`src/rtl/fpu_op_dispatch_pkg.sv`:
```
// fpu_op_dispatch_pkg: unit indices, funct7 encodings and FSM states shared by the FP issue stage
package fpu_op_dispatch_pkg;
  localparam int NUM_UNITS   = 6;
  localparam int UNIT_SGNJ   = 0;
  localparam int UNIT_MINMAX = 1;
  localparam int UNIT_ADDSUB = 2;
  localparam int UNIT_MUL    = 3;
  localparam int UNIT_DIV    = 4;
  localparam int UNIT_SQRT   = 5;
  localparam logic [6:0] F7_SGNJ   = 7'b0010000;
  localparam logic [6:0] F7_MINMAX = 7'b0010100;
  localparam logic [6:0] F7_ADD    = 7'b0000000;
  localparam logic [6:0] F7_SUB    = 7'b0000100;
  localparam logic [6:0] F7_MUL    = 7'b0001000;
  localparam logic [6:0] F7_DIV    = 7'b0001100;
  localparam logic [6:0] F7_SQRT   = 7'b0101100;
  typedef enum logic [1:0] {IDLE, ISSUE, WAIT, RESP} state_t;
endpackage

```
`src/rtl/fpu_op_dispatch_if.sv`:
```
// fpu_op_dispatch_if: request, functional-unit and response signals of the FP issue stage
interface fpu_op_dispatch_if;
  logic         req_valid;
  logic         req_ready;
  logic [6:0]   req_funct7;
  logic [2:0]   req_funct3;
  logic [31:0]  req_rs1;
  logic [31:0]  req_rs2;
  logic [4:0]   req_rd;
  logic [5:0]   unit_start;
  logic [31:0]  unit_operand_a;
  logic [31:0]  unit_operand_b;
  logic [2:0]   unit_func3;
  logic [5:0]   unit_done;
  logic [191:0] unit_result;
  logic         resp_valid;
  logic         resp_ready;
  logic [31:0]  resp_result;
  logic [4:0]   resp_rd;
  logic         resp_illegal;
  logic         resp_timeout;
  modport master (
    output req_valid, req_funct7, req_funct3, req_rs1, req_rs2, req_rd, unit_done, unit_result, resp_ready,
    input  req_ready, unit_start, unit_operand_a, unit_operand_b, unit_func3,
           resp_valid, resp_result, resp_rd, resp_illegal, resp_timeout
  );
  modport slave (
    input  req_valid, req_funct7, req_funct3, req_rs1, req_rs2, req_rd, unit_done, unit_result, resp_ready,
    output req_ready, unit_start, unit_operand_a, unit_operand_b, unit_func3,
           resp_valid, resp_result, resp_rd, resp_illegal, resp_timeout
  );
endinterface

```
`src/rtl/fpu_op_decode.sv`:
```
// fpu_op_decode: maps funct7/funct3/rs2 to a one-hot unit select, unit sub-opcode and illegal flag
module fpu_op_decode
  import fpu_op_dispatch_pkg::*;
(
  input  logic [6:0]           funct7_i,
  input  logic [2:0]           funct3_i,
  input  logic [31:0]          rs2_i,
  output logic [NUM_UNITS-1:0] sel_o,
  output logic [2:0]           func3_o,
  output logic                 illegal_o
);
  // decode table; an illegal encoding never selects a unit
  always_comb begin
    sel_o     = '0;
    func3_o   = funct3_i;
    illegal_o = 1'b0;
    case (funct7_i)
      F7_SGNJ:   begin sel_o[UNIT_SGNJ] = 1'b1; illegal_o = funct3_i > 3'd2; end
      F7_MINMAX: begin sel_o[UNIT_MINMAX] = 1'b1; illegal_o = funct3_i > 3'd1; end
      F7_ADD:    begin sel_o[UNIT_ADDSUB] = 1'b1; func3_o = 3'b000; end
      F7_SUB:    begin sel_o[UNIT_ADDSUB] = 1'b1; func3_o = 3'b001; end
      F7_MUL:    sel_o[UNIT_MUL] = 1'b1;
      F7_DIV:    sel_o[UNIT_DIV] = 1'b1;
      F7_SQRT:   begin sel_o[UNIT_SQRT] = 1'b1; illegal_o = |rs2_i; end
      default:   illegal_o = 1'b1;
    endcase
    if (illegal_o) sel_o = '0;
  end
endmodule

```
`src/rtl/fpu_op_dispatch.sv`:
```
// fpu_op_dispatch: issues one FP request at a time to its functional unit and returns the result
module fpu_op_dispatch
  import fpu_op_dispatch_pkg::*;
#(
  parameter int TIMEOUT_CYCLES = 64,
  parameter int CNT_W          = 7
) (
  input logic              clk,
  input logic              rst,
  fpu_op_dispatch_if.slave bus
);
  state_t               state_q, state_d;
  logic [NUM_UNITS-1:0] sel_q, dec_sel;
  logic [31:0]          a_q, b_q, res_q, res_d, hit_res;
  logic [2:0]           f3_q, dec_f3;
  logic [4:0]           rd_q;
  logic                 ill_q, ill_d, to_q, to_d, dec_ill, acc, hit;
  logic [CNT_W-1:0]     cnt_q, cnt_d;
  fpu_op_decode u_dec (
    .funct7_i (bus.req_funct7),
    .funct3_i (bus.req_funct3),
    .rs2_i    (bus.req_rs2),
    .sel_o    (dec_sel),
    .func3_o  (dec_f3),
    .illegal_o(dec_ill)
  );
  assign acc                = (state_q == IDLE) & bus.req_valid;
  assign hit                = |(bus.unit_done & sel_q);
  assign bus.req_ready      = (state_q == IDLE) & ~rst;
  assign bus.unit_start     = (state_q == ISSUE) ? sel_q : '0;
  assign bus.unit_operand_a = a_q;
  assign bus.unit_operand_b = b_q;
  assign bus.unit_func3     = f3_q;
  assign bus.resp_valid     = state_q == RESP;
  assign bus.resp_result    = res_q;
  assign bus.resp_rd        = rd_q;
  assign bus.resp_illegal   = ill_q;
  assign bus.resp_timeout   = to_q;
  // result of the selected unit only; other units' buses are ignored
  always_comb begin
    hit_res = '0;
    for (int i = 0; i < NUM_UNITS; i++) hit_res = hit_res | (sel_q[i] ? bus.unit_result[32*i +: 32] : 32'h0);
  end
  // next state: done is only honoured in ISSUE/WAIT and beats a simultaneous timeout
  always_comb begin
    state_d = state_q;
    cnt_d   = cnt_q;
    res_d   = res_q;
    ill_d   = ill_q;
    to_d    = to_q;
    case (state_q)
      IDLE: if (bus.req_valid) begin
        state_d = dec_ill ? RESP : ISSUE;
        res_d   = '0;
        ill_d   = dec_ill;
        to_d    = 1'b0;
      end
      ISSUE: begin
        state_d = hit ? RESP : WAIT;
        res_d   = hit ? hit_res : res_q;
        cnt_d   = CNT_W'(1);
      end
      WAIT: begin
        if (hit) begin
          state_d = RESP;
          res_d   = hit_res;
        end else if (cnt_q == CNT_W'(TIMEOUT_CYCLES)) begin
          state_d = RESP;
          res_d   = '0;
          to_d    = 1'b1;
        end else cnt_d = cnt_q + CNT_W'(1);
      end
      RESP: if (bus.resp_ready) begin
        state_d = IDLE;
        ill_d   = 1'b0;
        to_d    = 1'b0;
      end
      default: state_d = IDLE;
    endcase
  end
  // state, response registers, and request capture at accept
  always_ff @(posedge clk or posedge rst) begin
    if (rst) begin
      state_q <= IDLE;
      sel_q   <= '0;
      a_q     <= '0;
      b_q     <= '0;
      f3_q    <= '0;
      rd_q    <= '0;
      res_q   <= '0;
      ill_q   <= 1'b0;
      to_q    <= 1'b0;
      cnt_q   <= '0;
    end else begin
      state_q <= state_d;
      res_q   <= res_d;
      ill_q   <= ill_d;
      to_q    <= to_d;
      cnt_q   <= cnt_d;
      if (acc) begin
        sel_q <= dec_sel;
        a_q   <= bus.req_rs1;
        b_q   <= bus.req_rs2;
        f3_q  <= dec_f3;
        rd_q  <= bus.req_rd;
      end
    end
  end
endmodule

```
`src/flat_wrapper.sv`:
```
// flat-port wrapper written by rule: the top's interface ports become plain ports
module fpu_op_dispatch_flat import fpu_op_dispatch_pkg::*;
#(
  parameter int TIMEOUT_CYCLES = 64,
  parameter int CNT_W          = 7
)
  (clk, rst, bus_req_valid, bus_req_funct7, bus_req_funct3, bus_req_rs1, bus_req_rs2, bus_req_rd, bus_unit_done, bus_unit_result, bus_resp_ready, bus_req_ready, bus_unit_start, bus_unit_operand_a, bus_unit_operand_b, bus_unit_func3, bus_resp_valid, bus_resp_result, bus_resp_rd, bus_resp_illegal, bus_resp_timeout);
  fpu_op_dispatch_if bus_i ();
  input logic clk;
  input logic rst;
  input wire logic [$bits(bus_i.req_valid)-1:0] bus_req_valid;
  input wire logic [$bits(bus_i.req_funct7)-1:0] bus_req_funct7;
  input wire logic [$bits(bus_i.req_funct3)-1:0] bus_req_funct3;
  input wire logic [$bits(bus_i.req_rs1)-1:0] bus_req_rs1;
  input wire logic [$bits(bus_i.req_rs2)-1:0] bus_req_rs2;
  input wire logic [$bits(bus_i.req_rd)-1:0] bus_req_rd;
  input wire logic [$bits(bus_i.unit_done)-1:0] bus_unit_done;
  input wire logic [$bits(bus_i.unit_result)-1:0] bus_unit_result;
  input wire logic [$bits(bus_i.resp_ready)-1:0] bus_resp_ready;
  output wire logic [$bits(bus_i.req_ready)-1:0] bus_req_ready;
  output wire logic [$bits(bus_i.unit_start)-1:0] bus_unit_start;
  output wire logic [$bits(bus_i.unit_operand_a)-1:0] bus_unit_operand_a;
  output wire logic [$bits(bus_i.unit_operand_b)-1:0] bus_unit_operand_b;
  output wire logic [$bits(bus_i.unit_func3)-1:0] bus_unit_func3;
  output wire logic [$bits(bus_i.resp_valid)-1:0] bus_resp_valid;
  output wire logic [$bits(bus_i.resp_result)-1:0] bus_resp_result;
  output wire logic [$bits(bus_i.resp_rd)-1:0] bus_resp_rd;
  output wire logic [$bits(bus_i.resp_illegal)-1:0] bus_resp_illegal;
  output wire logic [$bits(bus_i.resp_timeout)-1:0] bus_resp_timeout;
  assign bus_i.req_valid = bus_req_valid;
  assign bus_i.req_funct7 = bus_req_funct7;
  assign bus_i.req_funct3 = bus_req_funct3;
  assign bus_i.req_rs1 = bus_req_rs1;
  assign bus_i.req_rs2 = bus_req_rs2;
  assign bus_i.req_rd = bus_req_rd;
  assign bus_i.unit_done = bus_unit_done;
  assign bus_i.unit_result = bus_unit_result;
  assign bus_i.resp_ready = bus_resp_ready;
  assign bus_req_ready = bus_i.req_ready;
  assign bus_unit_start = bus_i.unit_start;
  assign bus_unit_operand_a = bus_i.unit_operand_a;
  assign bus_unit_operand_b = bus_i.unit_operand_b;
  assign bus_unit_func3 = bus_i.unit_func3;
  assign bus_resp_valid = bus_i.resp_valid;
  assign bus_resp_result = bus_i.resp_result;
  assign bus_resp_rd = bus_i.resp_rd;
  assign bus_resp_illegal = bus_i.resp_illegal;
  assign bus_resp_timeout = bus_i.resp_timeout;
  fpu_op_dispatch #(.TIMEOUT_CYCLES(TIMEOUT_CYCLES), .CNT_W(CNT_W)) u_core (.clk(clk), .rst(rst), .bus(bus_i));
endmodule
```
`config.mk`:
```
export PLATFORM = sky130hd
export DESIGN_NAME = fpu_op_dispatch_flat
export DESIGN_NICKNAME = d
export VERILOG_FILES = /design/src/rtl/fpu_op_dispatch_pkg.sv /design/src/rtl/fpu_op_dispatch_if.sv /design/src/rtl/fpu_op_decode.sv /design/src/rtl/fpu_op_dispatch.sv /design/src/flat_wrapper.sv
export SDC_FILE = /design/constraint.sdc
export NUM_CORES = 1
export LEC_CHECK = 0
export CAP_MARGIN = 10
export CORE_AREA = 2 2 153 155
export DETAILED_ROUTE_END_ITERATION = 7
export DIE_AREA = 0 0 155 157
export PLACE_DENSITY = 0.7
export SYNTH_ARGS = -nofsm -noshare
export SYNTH_HDL_FRONTEND = slang
export SYNTH_SLANG_ARGS = --single-unit
```
`constraint.sdc`:
```
create_clock -name clk -period 3.49 [get_ports clk]
set_input_delay 0.349 -clock clk [delete_from_list [all_inputs] [get_ports clk]]
set_output_delay 0.349 -clock clk [all_outputs]
set_load 0.01 [all_outputs]
```
## Word level (Yosys, flattened, before mapping)

Cells that the tools add are included.

- Magnitude comparators: 2
- Muxes and demuxes: 38
- Reduce and logical (&&, ||, !) cells: 15
- Equality and inequality tests: 17
- $add $sub $neg: 1
- Bitwise operators: 9

Operators with widths:

| cell | number |
|---|---|
| $mux 32 | 10 |
| $or 32x32->32 | 5 |
| $pmux 32 s3 | 1 |
| $reduce_or 32->1 | 1 |
| $eq 7x4->1 const B | 2 |
| $eq 7x5->1 const B | 2 |
| $mux 7 | 2 |
| $pmux 7 s2 | 1 |
| $mux 1 | 12 |
| $mux 6 | 2 |
| $mux 2 | 5 |
| $reduce_and 3->1 | 3 |
| $ne 2x2->1 const B | 4 |
| $pmux 2 s4 | 1 |
| $add 7x1->7 const B | 1 |
| $eq 7x3->1 const B | 1 |
| $eq 7x6->1 const B | 1 |
| $eq 7x7->1 const B | 1 |
| $logic_not 7->1 | 1 |
| $and 6x6->6 | 1 |
| $pmux 3 s2 | 1 |
| $reduce_bool 3->1 | 2 |
| $reduce_or 6->1 | 1 |
| $reduce_and 5->1 | 1 |
| 16 further kinds | 20 |

- Word-level logic and storage cells: 92
- Input bits: 281
- Bits in registers: 121
- Output and inout port bits: 114

## Logic depth before layout (Yosys ltp)

Gate-level depths: netlist of the first run.

- Word-level depth: 8
- Mapped depth: 8
- Mapped depth without buffers: 7

## Cells and area by module

A second synthesis of the first run with hierarchy kept.

- Cells, all modules: 518
- Area total of the unflattened synthesis: 6204.7 um^2

By module, submodules not included:

| module | area each (um^2) | instances | cells an instance | seq. area each (um^2) |
|---|---|---|---|---|
| fpu_op_dispatch | 5988.2 | 1 | 485 | 3027.9 |
| fpu_op_decode | 216.5 | 1 | 33 | 0.0 |

## Worst setup path before layout of the first run

No wires, ideal clock.

- Path kind: register to register
- Start point: register u_core.state_q[0]
- End point: register u_core.rd_q[0], in the netlist u_core.bus.resp_rd[0]
- Required time: 3365 ps
- Setup time: 125 ps
- Setup slack: 1454 ps
- Clock period less this slack: 2036 ps
- Buffers on the path: 2
- Cell stages (with the launch flop): 7
- Arrival: 1911 ps
- Path through: dfrtp_1 > inv_1 > ha_1 > and2_0 > clkbuf_1 > buf_2 > mux2_2

- Cells in the longest elaborated chain, start to end: 2

Ends and longest elaborated chain:

| element | line | source |
|---|---|---|
| from (decl) | fpu_op_dispatch.sv:12 | `state_t state_q, state_d;` |
| from (signal assigned) | fpu_op_dispatch.sv:95 | `state_q <= state_d;` |
| $logic_not 2->1 | fpu_op_dispatch.sv:27 | `assign acc = (state_q == IDLE) & bus.req_valid;` |
| $and 1x1->1 | fpu_op_dispatch.sv:27 |  |
| to (signal assigned) | fpu_op_dispatch.sv:105 | `rd_q <= bus.req_rd;` |
| to (decl) | fpu_op_dispatch.sv:16 | `logic [4:0] rd_q;` |

No other way between the ends.
A chain may end at the register's enable or synchronous reset.

## Worst setup path in the final report of the first run

- Start point: register u_core.state_q[1]
- End point: output port bus_unit_start[4]

- Cells in the longest elaborated chain, start to end: 2

Ends and longest elaborated chain:

| element | line | source |
|---|---|---|
| $eq 2x1->1 | fpu_op_dispatch.sv:30 | `assign bus.unit_start = (state_q == ISSUE) ? sel_q : '0;` |
| $mux 6 | fpu_op_dispatch.sv:30 |  |
| to (decl) | flat_wrapper.sv:21 | `output wire logic [$bits(bus_i.unit_start)-1:0] bus_unit_start;` |

No other way between the ends.

==> impl_metrics.py, run 1 <==
metrics = {
    "logic_synthesis": {
        "synth_seq_cells": 121,
        "yosysMostFrequentCell": "dfrtp_1",
        "netlist.area_leader.share_pct": 49.1,
        "synth_edf_count": 0,
        "synth_warnings": 0,
        "synth_area_leader_cell": "dfrtp_1",
        "netlist_area_mm2": 0.00617,
        "synth_ff_type": "dfrtp_1",
        "yosysSeqAreaShare_pct": 49.1,
        "async_flop_share_pct": 100,
        "synthCells": 547,
        "synth.area.top_cells": "dfrtp_1, mux2_2, a22oi_1, o31ai_2, nand2_1",
        "syn-num-nets": 834,
        "synth.distinct_cells": 40,
        "avgSynthCellArea_um2": 11.3,
        "ys_top_cells_by_count": "dfrtp_1, nand2_1, mux2_2",
    },
    "critical_path": {
        "arrival_ns": 2.13,
        "setup.worst_path.class": "flop to output pin",
        "worstPathRequired_ns": 3.14,
        "crit_path_end_kind": "output pin",
        "start_kind": "flop",
        "worstPathMaxFanout": 12,
    },
    "sta": {
        "timing.hold.ws_ns": 0.480,
        "clock.fmax_ghz": 0.403,
        "rsz0062_at_grt": "false",
        "fin_tns_setup_ns": 0,
        "setup_ws_ns": 1.01,
        "worst_slew_pin_slew_ns": 0.727,
        "period_share_pct": 71.1,
        "report.final.slew_viol_count": 0,
        "setup_viol": 0,
        "max_slew_margin_pct": 51.6,
        "clock-skew-final_ns": 0.00856,
        "finalHoldViolations": 0,
        "period_needed_ns": 2.48,
    },
    "global_route": {
        "grt_remaining_overflow": 0,
        "grt_use_total_pct": 22.0,
        "grt_pass1_wl_um": 40000,
        "antenna_found_initial": 4,
        "grt_pass1_vias": 6583,
        "grt_max_degree": 122,
    },
    "floorplan": {
        "pin_count": 395,
        "dieArea_mm2": 0.0243,
        "placementRows": 55,
        "die_h_um": 157,
        "die_x_um": 155,
        "initial_utilization_pct": 27.4,
        "core-area_mm2": 0.0225,
    },
    "clocking": {
        "cts_tree": "yes",
        "h-tree-depth": 4,
        "cts_buffers": 17,
        "cts_resized": 0,
        "clk_path_buf_depth": 2,
        "clk_latency_ns": 0.41,
        "clkSlewWorstSetupHoldPaths_ns": 0.06,
        "cts.sinks": 121,
        "post_cts_buffers": 0,
        "clockRootBuffer": "clkbuf_16",
        "cts_hold_buf": 0,
    },
    "final_layout": {
        "drive_gt1_share_pct": 16.5,
        "final_util_pct": 48.9,
        "fin_nets": 1216,
        "area_growth_pct": 78.5,
    },
    "power_and_ir_drop": {
        "vdd_ir_drop_max_mv": 0.390,
        "power_mw": 7.07,
        "cellLeakagePower_nw": 4.39,
        "power.density_mw_per_mm2": 642,
    },
    "placement": {
        "gp_congestion": 0.803,
        "io_buffer_count": 394,
        "dpl.hpwl_um": 20300,
        "dp_slack_ns": 0.951,
    },
    "worst_hold_path": {
        "hp-class": "flop to flop",
    },
    "route": {
        "routed_wl_um": 27000,
        "ant_nets": 0,
        "vias_per_cell": 5.05,
        "route.detailed.drc": 0,
        "drtIter0Drc": 255,
        "routedWlPerCell_um": 22.0,
        "first_pass_iters": 5,
        "num_vias": 6202,
    },
    "run_status": {
        "status": "finished clean",
    },
    "flow_run": {
        "maxCapViolations": 0,
    },
}
-- final timing paths --
check / depth (start not counted) / end / start / slack [ns]
setup / recovery: 4 / bus_unit_start[4] / u_core.state_q[1]$_DFFE_PP0P_ / 1.01
hold / removal: 2 / u_core.bus.unit_func3[0]$_DFFE_PP0P_ / u_core.bus.unit_func3[0]$_DFFE_PP0P_ / 0.48
setup reg to reg: 5 / u_core.sel_q[3]$_DFFE_PP0P_ / u_core.state_q[0]$_DFFE_PP0P_ / 1.37
hold reg to reg: 2 / u_core.bus.unit_func3[0]$_DFFE_PP0P_ / u_core.bus.unit_func3[0]$_DFFE_PP0P_ / 0.48
max in group asynchronous: 3 / u_core.bus.resp_result[7]$_DFFE_PP0P_ / rst / 2.42
min in group asynchronous: 3 / u_core.bus.resp_result[28]$_DFFE_PP0P_ / rst / 0.51
-- stage by stage --
stage                     cells  cell area (um2)
after CTS                  1227            11000
after global placement     1195            10400
after global routing       1228            11000
after detailed placement   1195            10400
final                      1229            11000
after floorplan             547             6170
-- registers in the layout, summed over array words and instances (netlist names) --
register	count
u_core.bus.resp_illegal	1
u_core.bus.resp_rd	5
u_core.bus.resp_result	32
u_core.bus.resp_timeout	1
u_core.bus.unit_func3	3
u_core.bus.unit_operand_a	32
u_core.bus.unit_operand_b	32
u_core.cnt_q	7
u_core.sel_q	6
u_core.state_q	2
-- critical path, stage by stage, from the launching register on --
cell and delay [ns]:
dfrtp_1 0.41, inv_1 0.11, ha_1 0.47, and2_1 0.20, clkdlybuf4s50_1 0.54
-- cell type report --
| class | count | area (um2) |
|---|---|---|
| Clock inverter | 14 | 150 |
| Tap cell | 285 | 357 |
| Inverter | 8 | 33.8 |
| Clock buffer | 18 | 439 |
| Fill cell | 2086 | 11500 |
| Antenna cell | 2 | 5.00 |
| Multi-Input combinational cell | 373 | 2910 |
| Timing Repair Buffer | 408 | 4090 |
| Sequential cell | 121 | 3030 |
-- cell families (layout without fill, tap and decap cells) --
| kind of cell | count (synthesis) | in the layout | synth area share (%) |
|---|---|---|---|
| fa+ha+maj | 6 | 6 | 1.22 |
| flops | 121 | 121 | 49.1 |
| buf+inv | 53 | 448 | 3.83 |
| mux | 71 | 71 | 12.9 |
| compound gates | 155 | 155 | 22.0 |
| other cells | 0 | 2 | 0 |
| simple gates | 137 | 137 | 10.3 |
| xor+xnor | 4 | 4 | 0.568 |
-- cell usage in the layout, fill, tap and decap left out, types with 6 or more instances in the layout --
cell / instances
a221oi_1: 32
a22oi_1: 67
and2_1: 6
buf_4: 11
clkbuf_16: 17
clkdlybuf4s50_1: 394
dfrtp_1: 119
ha_1: 6
inv_1: 7
inv_6: 7
mux2_2: 70
nand2_1: 85
nor2_1: 8
nor4_1: 9
o31ai_1: 8
o31ai_2: 28
-- power by group --
group	switching [mW]	leakage, nW	internal, mW
Sequential	0.268	1.53	1.89
Combinational	1.43	2.58	1.70
Clock	0.756	0.289	1.03
-- per-layer routing --
metal,vias up,track usage [%],part of all wire [%]
met3,37,7.79,9.4
met1,3001,26.4,40
met4,2,8.29,3.0
met2,319,36.4,48
li1,2843,-,-
met5,-,0,0.048
No activity file was read; power rests on OpenSTA's default activity.
==> inputs of run 2 (changes only) <==
==> constraint.sdc (replaced) <==
create_clock -name clk -period 2.1 [get_ports clk]
set_input_delay 0.21 -clock clk [delete_from_list [all_inputs] [get_ports clk]]
set_output_delay 0.21 -clock clk [all_outputs]
set_load 0.01 [all_outputs]
==> impl_metrics.py, run 2 (synthesized netlist as in run 1, its figures left out) <==
metrics = {
    "run_status": {
        "status": "finished clean",
    },
    "sta": {
        "setup_viol": 0,
        "max_slew_margin_pct": 62.7,
        "clock.fmax_ghz": 0.497,
        "setup_ws_ns": 0.0862,
        "clock-skew-final_ns": 0.0130,
        "timing.hold.ws_ns": 0.301,
        "finalHoldViolations": 0,
        "fin_tns_setup_ns": 0,
        "report.final.slew_viol_count": 0,
        "period_needed_ns": 2.01,
        "rsz0062_at_grt": "false",
        "period_share_pct": 95.9,
        "worst_slew_pin_slew_ns": 0.560,
    },
    "critical_path": {
        "setup.worst_path.class": "flop to output pin",
        "crit-reg2reg-capture": "u_core.bus.resp_result[30]$_DFFE_PP0P_",
        "arrival_ns": 1.80,
        "rr_worst_depth": 5,
        "worstPathRequired_ns": 1.89,
        "crit_chain": "inv_2, ha_4, and2_1, clkdlybuf4s50_1",
        "rr_startpoint": "u_core.cnt_q[2]$_DFFE_PP0P_",
        "worstPathMaxFanout": 8,
        "start_kind": "flop",
        "cp_slowest_stage_delay_ns": 0.53,
        "r2r_setup_slack_ns": 0.15,
        "worst_path_max_delay_cell": "clkdlybuf4s50_1",
        "crit_path_end_kind": "output pin",
    },
    "clocking": {
        "clk_latency_ns": 0.42,
        "cts.sinks": 121,
        "cts_buffers": 17,
        "clk_path_buf_depth": 2,
        "clkSlewWorstSetupHoldPaths_ns": 0.07,
        "cts_tree": "yes",
        "h-tree-depth": 4,
        "clockRootBuffer": "clkbuf_16",
        "cts_hold_buf": 0,
    },
    "power_and_ir_drop": {
        "vdd_ir_drop_max_mv": 0.870,
        "power_mw": 12.1,
        "power.density_mw_per_mm2": 1080,
        "cellLeakagePower_nw": 4.55,
    },
    "floorplan": {
        "die_x_um": 155,
        "core-area_mm2": 0.0225,
        "die_h_um": 157,
        "pin_count": 395,
        "placementRows": 55,
        "initial_utilization_pct": 27.4,
        "dieArea_mm2": 0.0243,
    },
    "global_route": {
        "grt_use_total_pct": 21.8,
        "grt_max_degree": 96,
        "antenna_found_initial": 3,
        "grt_pass1_wl_um": 39400,
        "grt_remaining_overflow": 0,
        "grt_pass1_vias": 6550,
    },
    "final_layout": {
        "multiInputGateArea_mm2": 0.00293,
        "final_util_pct": 50.1,
        "area_growth_pct": 82.7,
        "fin_nets": 1239,
        "num-fill-cells": 2063,
        "regArea_mm2": 0.00303,
        "final_cell_mix": "clkdlybuf4s50_1, dfrtp_1, nand2_1",
        "final_common_cell": "clkdlybuf4s50_1",
        "drive_gt1_share_pct": 18.9,
    },
    "flow_run": {
        "maxCapViolations": 0,
    },
    "route": {
        "route.detailed.drc": 0,
        "ant_nets": 0,
        "routed_wl_um": 27200,
        "routedWlPerCell_um": 21.8,
        "first_pass_iters": 4,
        "num_vias": 6246,
        "drtIter0Drc": 314,
        "vias_per_cell": 4.99,
    },
    "placement": {
        "gp_congestion": 0.806,
        "dp_slack_ns": -0.183,
        "io_buffer_count": 394,
        "dpl.hpwl_um": 21000,
    },
    "worst_hold_path": {
        "hp-class": "input port to async pin",
    },
}
run 2: metal layers:
metal,up-vias,wire length [um],track usage [%]
li1,2892,-,-
met1,3002,10800,26.2
met2,314,13200,36.9
met3,38,2480,7.38
met4,0,765,6.61
met5,-,0,0
run 2: worst max-delay path by stage:
| stage | startpoint | end | slack (ns) | cells after the start |
|---|---|---|---|---|
| floorplan | u_core.state_q[0]$_DFFE_PP0P_ | u_core.bus.resp_rd[0]$_DFFE_PP0P_ | 0.06 | 6 |
| global placement | bus_req_funct7[1] | u_core.state_q[1]$_DFFE_PP0P_ | -0.16 | 6 |
| detailed placement | bus_req_funct7[1] | u_core.state_q[1]$_DFFE_PP0P_ | -0.18 | 6 |
| CTS | u_core.state_q[1]$_DFFE_PP0P_ | bus_unit_start[5] | 0.002 | 4 |
| global route | u_core.state_q[1]$_DFFE_PP0P_ | bus_unit_start[5] | 0.004 | 4 |
| finish | u_core.state_q[1]$_DFFE_PP0P_ | bus_unit_start[5] | 0.09 | 4 |
run 2: repair_timing:
action | 4_1_cts | 5_1_grt
resized for setup | 11 | 1
buffers inserted | 1 | 2
endpoints found under the setup margin | 7 | 2
run 2: area by class of cell:
cell class / count / share of cell area (%)
Clock inverter: 14 / 1.34
Timing Repair Buffer: 431 / 38.3
Multi-Input combinational cell: 373 / 26.0
Sequential cell: 121 / 26.9
Inverter: 8 / 0.300
Tap cell: 285 / 3.17
Clock buffer: 18 / 3.90
Antenna cell: 1 / 0.0222
run 2: per-stage QoR:
stage                     instance area (um2)  instances
after detailed placement                10600       1215
after global placement                  10600       1215
after global routing                    11300       1251
after floorplan                          6170        547
final                                   11300       1251
after CTS                               11200       1248
run 2: where the power goes:
group / total (mW) / switching (mW) / leakage (nW) / internal, mW
Clock: 2.98 / 1.26 / 0.287 / 1.72
Combinational: 5.53 / 2.45 / 2.74 / 3.08
Sequential: 3.61 / 0.467 / 1.53 / 3.14
run 2: critical path, delay by kind of cell, from the launching register on:
kind	cells	cell delay [ns]
adders and majority gates	1	0.19
buffers and inverters	2	0.65
and+or+nand+nor	1	0.14
DFF	1	0.42
